[src/rtl/diffe_shared_key.sv]
// diffe_shared_key: responder-side Diffie-Hellman completion.
// Computes KEY = PUB^X mod P by MSB-first square-and-multiply. Each modular
// product is formed by a bit-serial interleaved shift-add multiplier that
// takes WIDTH cycles.
//
// Build option: define DIFFE_CONST_TIME_EN to run the multiply step for
// every exponent bit, discarding it for 0 bits. This gives a latency that
// does not depend on X. When it is undefined, the multiply step is skipped
// for 0 bits, so latency depends on popcount(X).
//
// state | meaning
// ------+---------------------------------------------------------------
// IDLE  | waiting for ST; latches operands and screens them for errors
// SQR   | acc = acc*acc mod P, one multiplier bit per cycle
// MUL   | product = acc*base mod P, committed only if the exponent bit is 1
// FIN   | publish KEY/ERR; DONE pulses on the edge that leaves FIN

module diffe_shared_key #(
  parameter int WIDTH = 32
) (
  input  logic             CLK,
  input  logic             RST,
  input  logic             ST,
  input  logic [WIDTH-1:0] PUB,
  input  logic [WIDTH-1:0] X,
  input  logic [WIDTH-1:0] P,
  output logic             BUSY,
  output logic             DONE,
  output logic             ERR,
  output logic [WIDTH-1:0] KEY
);

  localparam int CW = $clog2(WIDTH);

  typedef enum logic [1:0] {S_IDLE, S_SQR, S_MUL, S_FIN} state_t;

  state_t           r_state;
  state_t           w_state_nxt;

  logic [WIDTH-1:0] r_base;
  logic [WIDTH-1:0] r_x;
  logic [WIDTH-1:0] r_p;
  logic [WIDTH-1:0] r_acc;
  logic [WIDTH:0]   r_r;
  logic [CW-1:0]    r_cnt;
  logic [CW-1:0]    r_bit;
  logic             r_err_pend;
  logic             r_busy;
  logic             r_done;
  logic             r_err;
  logic [WIDTH-1:0] r_key;

  logic             w_op_err;
  logic             w_cnt_tc;
  logic             w_bit_tc;
  logic             w_xbit;
  logic             w_abit;
  logic             w_go_mul;
  logic             w_bit_end;
  logic [WIDTH-1:0] w_b;
  logic [WIDTH:0]   w_p_ext;
  logic [WIDTH:0]   w_dbl;
  logic [WIDTH:0]   w_dbl_red;
  logic [WIDTH:0]   w_sum;
  logic [WIDTH:0]   w_sum_red;

  // P < 2 is the same as every bit above bit 0 being clear.
  assign w_op_err = (P[WIDTH-1:1] == '0) || (PUB >= P);
  assign w_cnt_tc = (r_cnt == '0);
  assign w_bit_tc = (r_bit == '0);
  assign w_xbit   = r_x[r_bit];
  assign w_abit   = r_acc[r_cnt];

`ifdef DIFFE_CONST_TIME_EN
  assign w_go_mul = 1'b1;
`else
  assign w_go_mul = w_xbit;
`endif

  // Squaring multiplies acc by itself; the multiply step uses the latched base.
  assign w_b = (r_state == S_MUL) ? r_base : r_acc;

  // One shift-add step. R < P < 2^WIDTH, so 2R and R+b both fit in WIDTH+1
  // bits, and a single conditional subtraction brings each back below P.
  assign w_p_ext   = {1'b0, r_p};
  assign w_dbl     = r_r + r_r;
  assign w_dbl_red = (w_dbl >= w_p_ext) ? (w_dbl - w_p_ext) : w_dbl;
  assign w_sum     = w_dbl_red + (w_abit ? {1'b0, w_b} : '0);
  assign w_sum_red = (w_sum >= w_p_ext) ? (w_sum - w_p_ext) : w_sum;

  // A bit ends after its last product: after SQR when the multiply step is
  // skipped, or after MUL.
  assign w_bit_end = w_cnt_tc &&
                     (((r_state == S_SQR) && !w_go_mul) || (r_state == S_MUL));

  // State register.
  always_ff @(posedge CLK or negedge RST) begin
    if (!RST) r_state <= S_IDLE;
    else      r_state <= w_state_nxt;
  end

  // Next-state logic; the bit-end decision is folded into the SQR/MUL exits.
  always_comb begin
    w_state_nxt = r_state;
    case (r_state)
      S_IDLE: if (ST) w_state_nxt = w_op_err ? S_FIN : S_SQR;
      S_SQR: begin
        if (w_cnt_tc) begin
          if (w_go_mul)      w_state_nxt = S_MUL;
          else if (w_bit_tc) w_state_nxt = S_FIN;
        end
      end
      S_MUL:   if (w_cnt_tc) w_state_nxt = w_bit_tc ? S_FIN : S_SQR;
      S_FIN:   w_state_nxt = S_IDLE;
      default: w_state_nxt = S_IDLE;
    endcase
  end

  // Operand latches, multiplier datapath and registered outputs.
  always_ff @(posedge CLK or negedge RST) begin
    if (!RST) begin
      r_base     <= '0;
      r_x        <= '0;
      r_p        <= '0;
      r_acc      <= '0;
      r_r        <= '0;
      r_cnt      <= '0;
      r_bit      <= '0;
      r_err_pend <= 1'b0;
      r_busy     <= 1'b0;
      r_done     <= 1'b0;
      r_err      <= 1'b0;
      r_key      <= '0;
    end else begin
      r_done <= 1'b0;
      case (r_state)
        S_IDLE: begin
          if (ST) begin
            r_base     <= PUB;
            r_x        <= X;
            r_p        <= P;
            r_key      <= '0;
            r_err      <= 1'b0;
            r_err_pend <= w_op_err;
            r_acc      <= w_op_err ? '0 : WIDTH'(1);
            r_bit      <= CW'(WIDTH - 1);
            r_cnt      <= CW'(WIDTH - 1);
            r_r        <= '0;
            r_busy     <= !w_op_err;
          end
        end
        S_SQR, S_MUL: begin
          if (w_cnt_tc) begin
            r_r   <= '0;
            r_cnt <= CW'(WIDTH - 1);
            // A product computed for a 0 exponent bit is dropped here.
            if ((r_state == S_SQR) || w_xbit) r_acc <= w_sum_red[WIDTH-1:0];
            if (w_bit_end && !w_bit_tc) r_bit <= r_bit - CW'(1);
          end else begin
            r_r   <= w_sum_red;
            r_cnt <= r_cnt - CW'(1);
          end
        end
        S_FIN: begin
          r_key  <= r_err_pend ? '0 : r_acc;
          r_err  <= r_err_pend;
          r_done <= 1'b1;
          r_busy <= 1'b0;
        end
        default: ;
      endcase
    end
  end

  assign BUSY = r_busy;
  assign DONE = r_done;
  assign ERR  = r_err;
  assign KEY  = r_key;

endmodule

[config.mk]
export PLATFORM = sky130hd
export DESIGN_NAME = diffe_shared_key
export DESIGN_NICKNAME = d
export VERILOG_FILES = /design/src/rtl/diffe_shared_key.sv
export SDC_FILE = /design/constraint.sdc
export NUM_CORES = 1
export LEC_CHECK = 0
export BUFFER_PORTS_ARGS = -buffer_cell sky130_fd_sc_hd__buf_4
export CORE_AREA = 2 2 170 172
export DETAILED_ROUTE_END_ITERATION = 6
export DIE_AREA = 0 0 172 174
export MAX_ROUTING_LAYER = met4
export PLACE_DENSITY = 0.84
export SLEW_MARGIN = 20
export SYNTH_ARGS = -nofsm -noshare
export SYNTH_HDL_FRONTEND = slang
export SYNTH_SLANG_ARGS = --single-unit
export TNS_END_PERCENT = 30
[constraint.sdc]
create_clock -name CLK -period 10.26 [get_ports CLK]
set_input_delay 2.052 -clock CLK [delete_from_list [all_inputs] [get_ports CLK]]
set_output_delay 2.052 -clock CLK [all_outputs]
set_load 0.1 [all_outputs]
-- Word-level counts from Yosys, hierarchy flattened
Index checks and enable logic that the tools add are counted.
- $add $sub $neg: 6
- magnitude comparators: 5
- eq/ne operators: 10
- mux-type cells: 38
- reductions and logical operators: 22
- operator list (operator ; count):
    32-bit 2-to-1 mux ; 7
    33-bit 2-to-1 mux ; 4
    32-bit case mux with 2 select lines ; 2
    33-bit by 32-bit greater-or-equal comparator with 1-bit output ; 2
    33-bit case mux with 2 select lines ; 1
    33-bit by 32-bit subtractor with 33-bit output ; 2
    33-bit by 32-bit adder with 33-bit output ; 1
    33-bit adder ; 1
    32-bit greater-or-equal comparator ; 1
    31-bit zero test ; 1
    5-bit 2-to-1 mux ; 4
    5-bit case mux with 2 select lines ; 2
    2-bit 2-to-1 mux ; 7
    5-bit by 6-bit less-than comparator with 1-bit output, second input constant ; 2
    2-bit inequality test, second input constant ; 6
    4-bit AND reduction ; 3
    1-bit binary-select mux with 5-bit select ; 2
    5-bit zero test ; 2
    5-bit by 1-bit subtractor with 5-bit output, second input constant ; 2
    2-bit case mux with 4 select lines ; 1
    1-bit 2-to-1 mux ; 6
    2-bit AND reduction ; 3
    2-bit == test, second input constant ; 2
    1-bit case mux with 2 select lines ; 2
    8 further kinds ; 15
- register bits after elaboration: 209
- output and inout bits: 35
- word-level logic and storage cells: 94

-- Logic depth before layout (Yosys ltp)
- word-level depth: 10
- depth in mapped cells: 37

-- Least setup slack after synthesis
Ideal clock, no wire load.
- path kind: flip-flop to flip-flop
- start point: reg r_cnt[0]
- end point: reg r_acc[14]
- arrival time: 7.230 ns
- data required time: 10.139 ns
- setup slack: 2.909 ns
- stages on the path, launching flop included: 27
- path buffers: 3
- cell sequence: dfrtp_1 buf_1 mux4_2 mux4_2 mux2i_1 clkbuf_1 nor2_1 fa_1 a211oi_1 o211ai_1 a31o_2 a21o_1 a21oi_1 o21ai_0 xor2_1 ha_1 a21o_1 a221oi_1 a211oi_1 a311o_1 o211ai_1 a22o_1 or4b_4 nand2_4 buf_12 mux2_1 a22o_1
- cells in the longest elaborated chain, start to end: 9
- RTL lines (element ; line ; RTL):
    start: declaration ; 45 ; logic [CW-1:0] r_cnt;
    start signal: assignment ; 147 ; r_cnt <= CW'(WIDTH - 1);
    start signal: assignment ; 155 ; r_cnt <= CW'(WIDTH - 1);
    start signal: assignment ; 161 ; r_cnt <= r_cnt - CW'(1);
    1-bit binary-select mux with 5-bit select ; 72 ; assign w_abit = r_acc[r_cnt];
    1-bit 2-to-1 mux (implied by the code) ; 72 ;
    32-bit 2-to-1 mux ; 88 ; assign w_sum = w_dbl_red + (w_abit ? {1'b0, w_b} : '0);
    33-bit by 32-bit adder with 33-bit output ; 88 ;
    33-bit by 32-bit subtractor with 33-bit output or 33-bit by 32-bit greater-or-equal comparator with 1-bit output (tied branches) ; 89 ; assign w_sum_red = (w_sum >= w_p_ext) ? (w_sum - w_p_ext) : w_sum;
    33-bit 2-to-1 mux ; 89 ;
    32-bit 2-to-1 mux ; 157 ; if ((r_state == S_SQR) || w_xbit) r_acc <= w_sum_red[WIDTH-1:0];
    32-bit 2-to-1 mux ; 153 ; if (w_cnt_tc) begin
    32-bit case mux with 2 select lines ; 136 ; case (r_state)
    end signal: assignment ; 145 ; r_acc <= w_op_err ? '0 : WIDTH'(1);
    end signal: assignment ; 157 ;
    end: declaration ; 43 ; logic [WIDTH-1:0] r_acc;
Several ways; a longest one is shown, not always the timed one. The select of a mux whose other input is x is not followed.
A chain may end at the register's enable or synchronous reset.

-- Final worst setup path
- start point: reg r_p[1]
- end point: reg r_r[5]
- cells in the longest elaborated chain, start to end: 7
- RTL lines (element ; line ; RTL):
    start: declaration ; 42 ; logic [WIDTH-1:0] r_p;
    start signal: assignment ; 124 ; r_p <= '0;
    start signal: assignment ; 141 ; r_p <= P;
    33-bit by 32-bit subtractor with 33-bit output or 33-bit by 32-bit greater-or-equal comparator with 1-bit output (tied branches) ; 87 ; assign w_dbl_red = (w_dbl >= w_p_ext) ? (w_dbl - w_p_ext) : w_dbl;
    33-bit 2-to-1 mux ; 87 ;
    33-bit by 32-bit adder with 33-bit output ; 88 ;
    33-bit by 32-bit subtractor with 33-bit output or 33-bit by 32-bit greater-or-equal comparator with 1-bit output (tied branches) ; 89 ;
    33-bit 2-to-1 mux (*) ; 89 ;
    33-bit 2-to-1 mux (*) ; 153 ;
    33-bit case mux with 2 select lines (*) ; 136 ;
    end signal: assignment ; 160 ; r_r <= w_sum_red;
    end: declaration ; 44 ; logic [WIDTH:0] r_r;
Mark *: on every way between the ends. The rest lies on a longest branch, timed or not.

==> metrics.md <==
| Metric | Value |
|---|---|
| Outcome | complete, no violations |
| Proportion of layout cells with a drive suffix above 1 | 16.48% |
| Sequential area share after synthesis | 34.02% |
| Total negative slack | 0 ps |
| Mapped Nets | 1930 |
| PwrDens | 103.0 mW/mm^2 |
| TritonRoute pass-1 iters | 6 |
| DP Cell Count | 2151 |
| Wirelength, routed | 50390 um |
| Worst-margin pin slew | 1002 ps |
| First-pass GRT wire length | 77530 um |
| Cells after synthesis | 1693 |
| Worst-Skew Late Latency | 530 ps |
| Area contributors post-synth | dfrtp_1 (34%), ha_1 (11%), nand2_1 (6.0%), mux2_2 (5.2%), o21ai_0 (4.8%) |
| Die W | 172 um |
| Die area | 0.02993 mm^2 |
| Initial core utilization | 54.18% |
| Avg Vias per Cell | 6.266 |
| CP Capture Type | flip-flop |
| P_sw | 428.5 uW |
| Arrival @ worst endpoint | 9100 ps |
| Final Hold Fails | 0 |
| Cell-internal power | 1362 uW |
| Post-route DRC | 0 |
| Starting DRT DRC Count | 1381 |
| Startpoint Class | flip-flop |
| Depth of the CTS H-tree | 1 |
| Final period utilization | 84.77% |
| CTS Root Cell | clkbuf_16 |
| CTS resizes | 0 |
| Total setup buffers inserted after CTS | 0 |
| Worst r2r src | r_p[1] |
| Synthesis warning total | 0 |
| Residual antenna-violating net count after detailed routing | 0 |
| Post-DP HPWL | 39010 um |
| Complex-gate fraction of the synthesized area | 19.84% |
| Combinational fraction of design power | 5.1% |
| Crit Path Max Fanout | 39 |
| Drt wl/cell | 22.99 um |
| Rel. slew slack | 32.49% |
| Post-Synth XOR/XNOR Area | 4.980% |
| Antenna diodes | 0 |
| Core area | 0.02824 mm^2 |
| CP max-delay cell | a21oi_1 |
| Cell area after synthesis | 0.01530 mm^2 |
| Sequential power share | 45.8% |
| Number of synthesized register bits | 208 |
| Die height | 174 um |
| Synth Area in Simple Gates | 13.02% |
| Max stage delay on crit path | 540 ps |
| Vias | 13730 |
| Hold Crit Class | flip-flop to flip-flop |
| Yosys cell types | 73 |
| Max-slew violation count | 0 |
| Achievable Freq | 0.1150 GHz |
| Post-synthesis mux area share | 12.32% |
| Layout Skew | 17.02 ps |
| # fillers | 2374 |
| Post-synthesis async set-or-reset flop share | 100.0% |
| GRT Util Overall | 34.90% |
| Layout area overhead | 13.63% |
| Min cycle time layout | 8697 ps |
| Multi-input gate area | 0.009445 mm^2 |
| Finished Layout Cells | 2192 |
| IO Pins | 134 |
| # clock sinks | 208 |
| Max-cap viol count | 0 |
| CTS clk-pin slew, worst paths | 70 ps |
| CP required | 10660 ps |
| Longest Clk Path Bufs | 3 |
| RSZ-0062 raised after global routing | false |
| Num CTS Buffers | 23 |
| Dpl ws | 1608 ps |
| Worst setup margin | 1563 ps |
| Switching portion of total power | 23.94% |
| EDFF count, synth | 0 |
| Combinational family with the most area after synthesis | compound AO/OA/AOI/OAI gates |
| TritonCTS clock tree | done |
| Cts hold-fix bufs | 0 |
| GP Congestion | 1.012 |
| FF+latch area | 0.005205 mm^2 |
| Syn_area_per_cell | 9.037 um^2 |
| Largest net degree at the start of global routing | 83 |
| Overflow after GRT | 0 |
| Initial antenna violation count | 0 |
| Clock share of power | 49.1% |
| Row count | 62 |
| WS Path Type | flip-flop to flip-flop |
| Final net count | 2029 |
| Cell taking the most area after synthesis | dfrtp_1 |
| Vias in the first global route | 13370 |
| Main synth FF type | dfrtp_1 |
| Share of synthesized cell area in full adder, half adder and majority cells | 11.43% |
| Final setup viols | 0 |
| Leakage | 0.008243 uW |
| Most Frequent Cell on Critical Path | a21oi_1 |
| Port bufs | 133 |
| Worst vdd ir | 0.2089 mV |
| Hold wc startpoint | r_p[28] |
| Area fraction of the dominant cell type after synthesis | 34.02% |
| Crit path from | r_p[1] |
## critical path, delay by kind of cell, from the launching register on
kind,cells,cell delay [ps]
compound gates,18,4290
simple gates,5,1580
fa+ha+maj,3,1090
buf+inv,2,450
flops,1,440
mux,1,430
xor+xnor,1,250
## Yosys cell counts, drive strengths merged (3+ instances only)
cell type / count
mux2: 74
o211ai: 12
xor2: 34
and4: 4
xnor2: 53
and2: 9
a41oi: 3
fa: 3
nand2: 245
a221o: 6
nand2b: 12
a21o: 51
nor2: 84
a211o: 5
o21ai: 190
o21bai: 10
a31o: 8
o21a: 17
a21oi: 105
nor3: 15
nor2b: 14
clkbuf: 63
nor4: 11
inv: 93
nand4: 17
a22o: 16
a31oi: 11
mux2i: 60
buf: 9
nand3: 14
mux4: 20
dfrtp: 208
ha: 135
and3: 10
o31ai: 16
a211oi: 19
## cell usage in the layout (no fill, tap or decap), types with 4 or more instances in the layout
cell,count
a211o_1,5
a211oi_1,19
a21o_1,51
a21oi_1,105
a221o_1,6
a22o_1,16
a31o_2,8
a31oi_1,11
and2_1,9
and3_1,10
and4_1,4
buf_4,143
clkbuf_16,23
clkinv_2,4
dfrtp_1,208
ha_1,134
inv_1,93
mux2_1,4
mux2_2,70
mux2i_1,59
mux4_2,20
nand2_1,243
nand2b_1,12
nand3_1,14
nand4_1,17
nor2_1,83
nor2b_1,14
nor3_1,15
nor4_1,11
o211ai_1,11
o21a_1,16
o21ai_0,147
o21ai_1,43
o21bai_1,10
o31ai_1,15
xnor2_1,53
xor2_1,34
## kinds of logic after synthesis
kind of cell	count (synthesis)
mux	154
buf+inv	166
xor+xnor	87
fa+ha+maj	138
simple gates	449
flops	208
compound gates	491
## through the flow
stage	power (uW)	area [um^2]	util (%)	hold WS [ps]
floorplan	859.8	15300	-	449.6
global placement	924.0	16570	58.69	464.0
detailed placement	926.3	16590	58.76	469.7
CTS	1794	17380	61.56	483.8
global route	1836	17390	61.57	508.4
finish	1790	17390	61.57	477.3
## area by class of cell
type	count	area share, %
clock buffers	24	3.390
clock inverters	17	1.144
inverters	94	2.030
multi-input cells	1319	54.33
flip-flops and latches	208	29.94
well taps	384	2.764
repair buffers	146	6.405
## power by group through the flow
stage / Sequential (uW) / Clock (uW) / Combinational (uW)
floorplan: 836 / 0 / 24.3
global placement: 835 / 0 / 88.6
detailed placement: 835 / 0 / 91.0
CTS: 820 / 883 / 91.5
global route: 819 / 916 / 101
finish: 820 / 878 / 92.0
## state kept, by name, indices dropped and copies added, names as in the netlist
name        flops
r_base         32
r_p            32
DONE            1
ERR             1
r_cnt           5
r_acc          32
r_r            32
r_state         2
r_err_pend      1
r_x            32
BUSY            1
KEY            32
r_bit           5
## layer usage
| layer | part of all wire, % | vias up | GRT usage, % |
|---|---|---|---|
| met5 | 0 | - | - |
| li1 | - | 6285 | - |
| met3 | 9.2 | 102 | 6.034 |
| met2 | 44 | 670 | 51.91 |
| met4 | 3.4 | 0 | 9.804 |
| met1 | 43 | 6677 | 49.24 |
## final timing paths
kind / end / slack [ps] / cells past startpoint
min: r_p[28] / 480 / 2
max: r_r[5] / 1560 / 30
min reg2reg: r_p[28] / 480 / 2
max reg2reg: r_r[5] / 1560 / 30
max in group asynchronous: r_r[12] / 7410 / 2
min in group asynchronous: KEY[23] / 1520 / 1
Power figures use the tool's default switching activity.
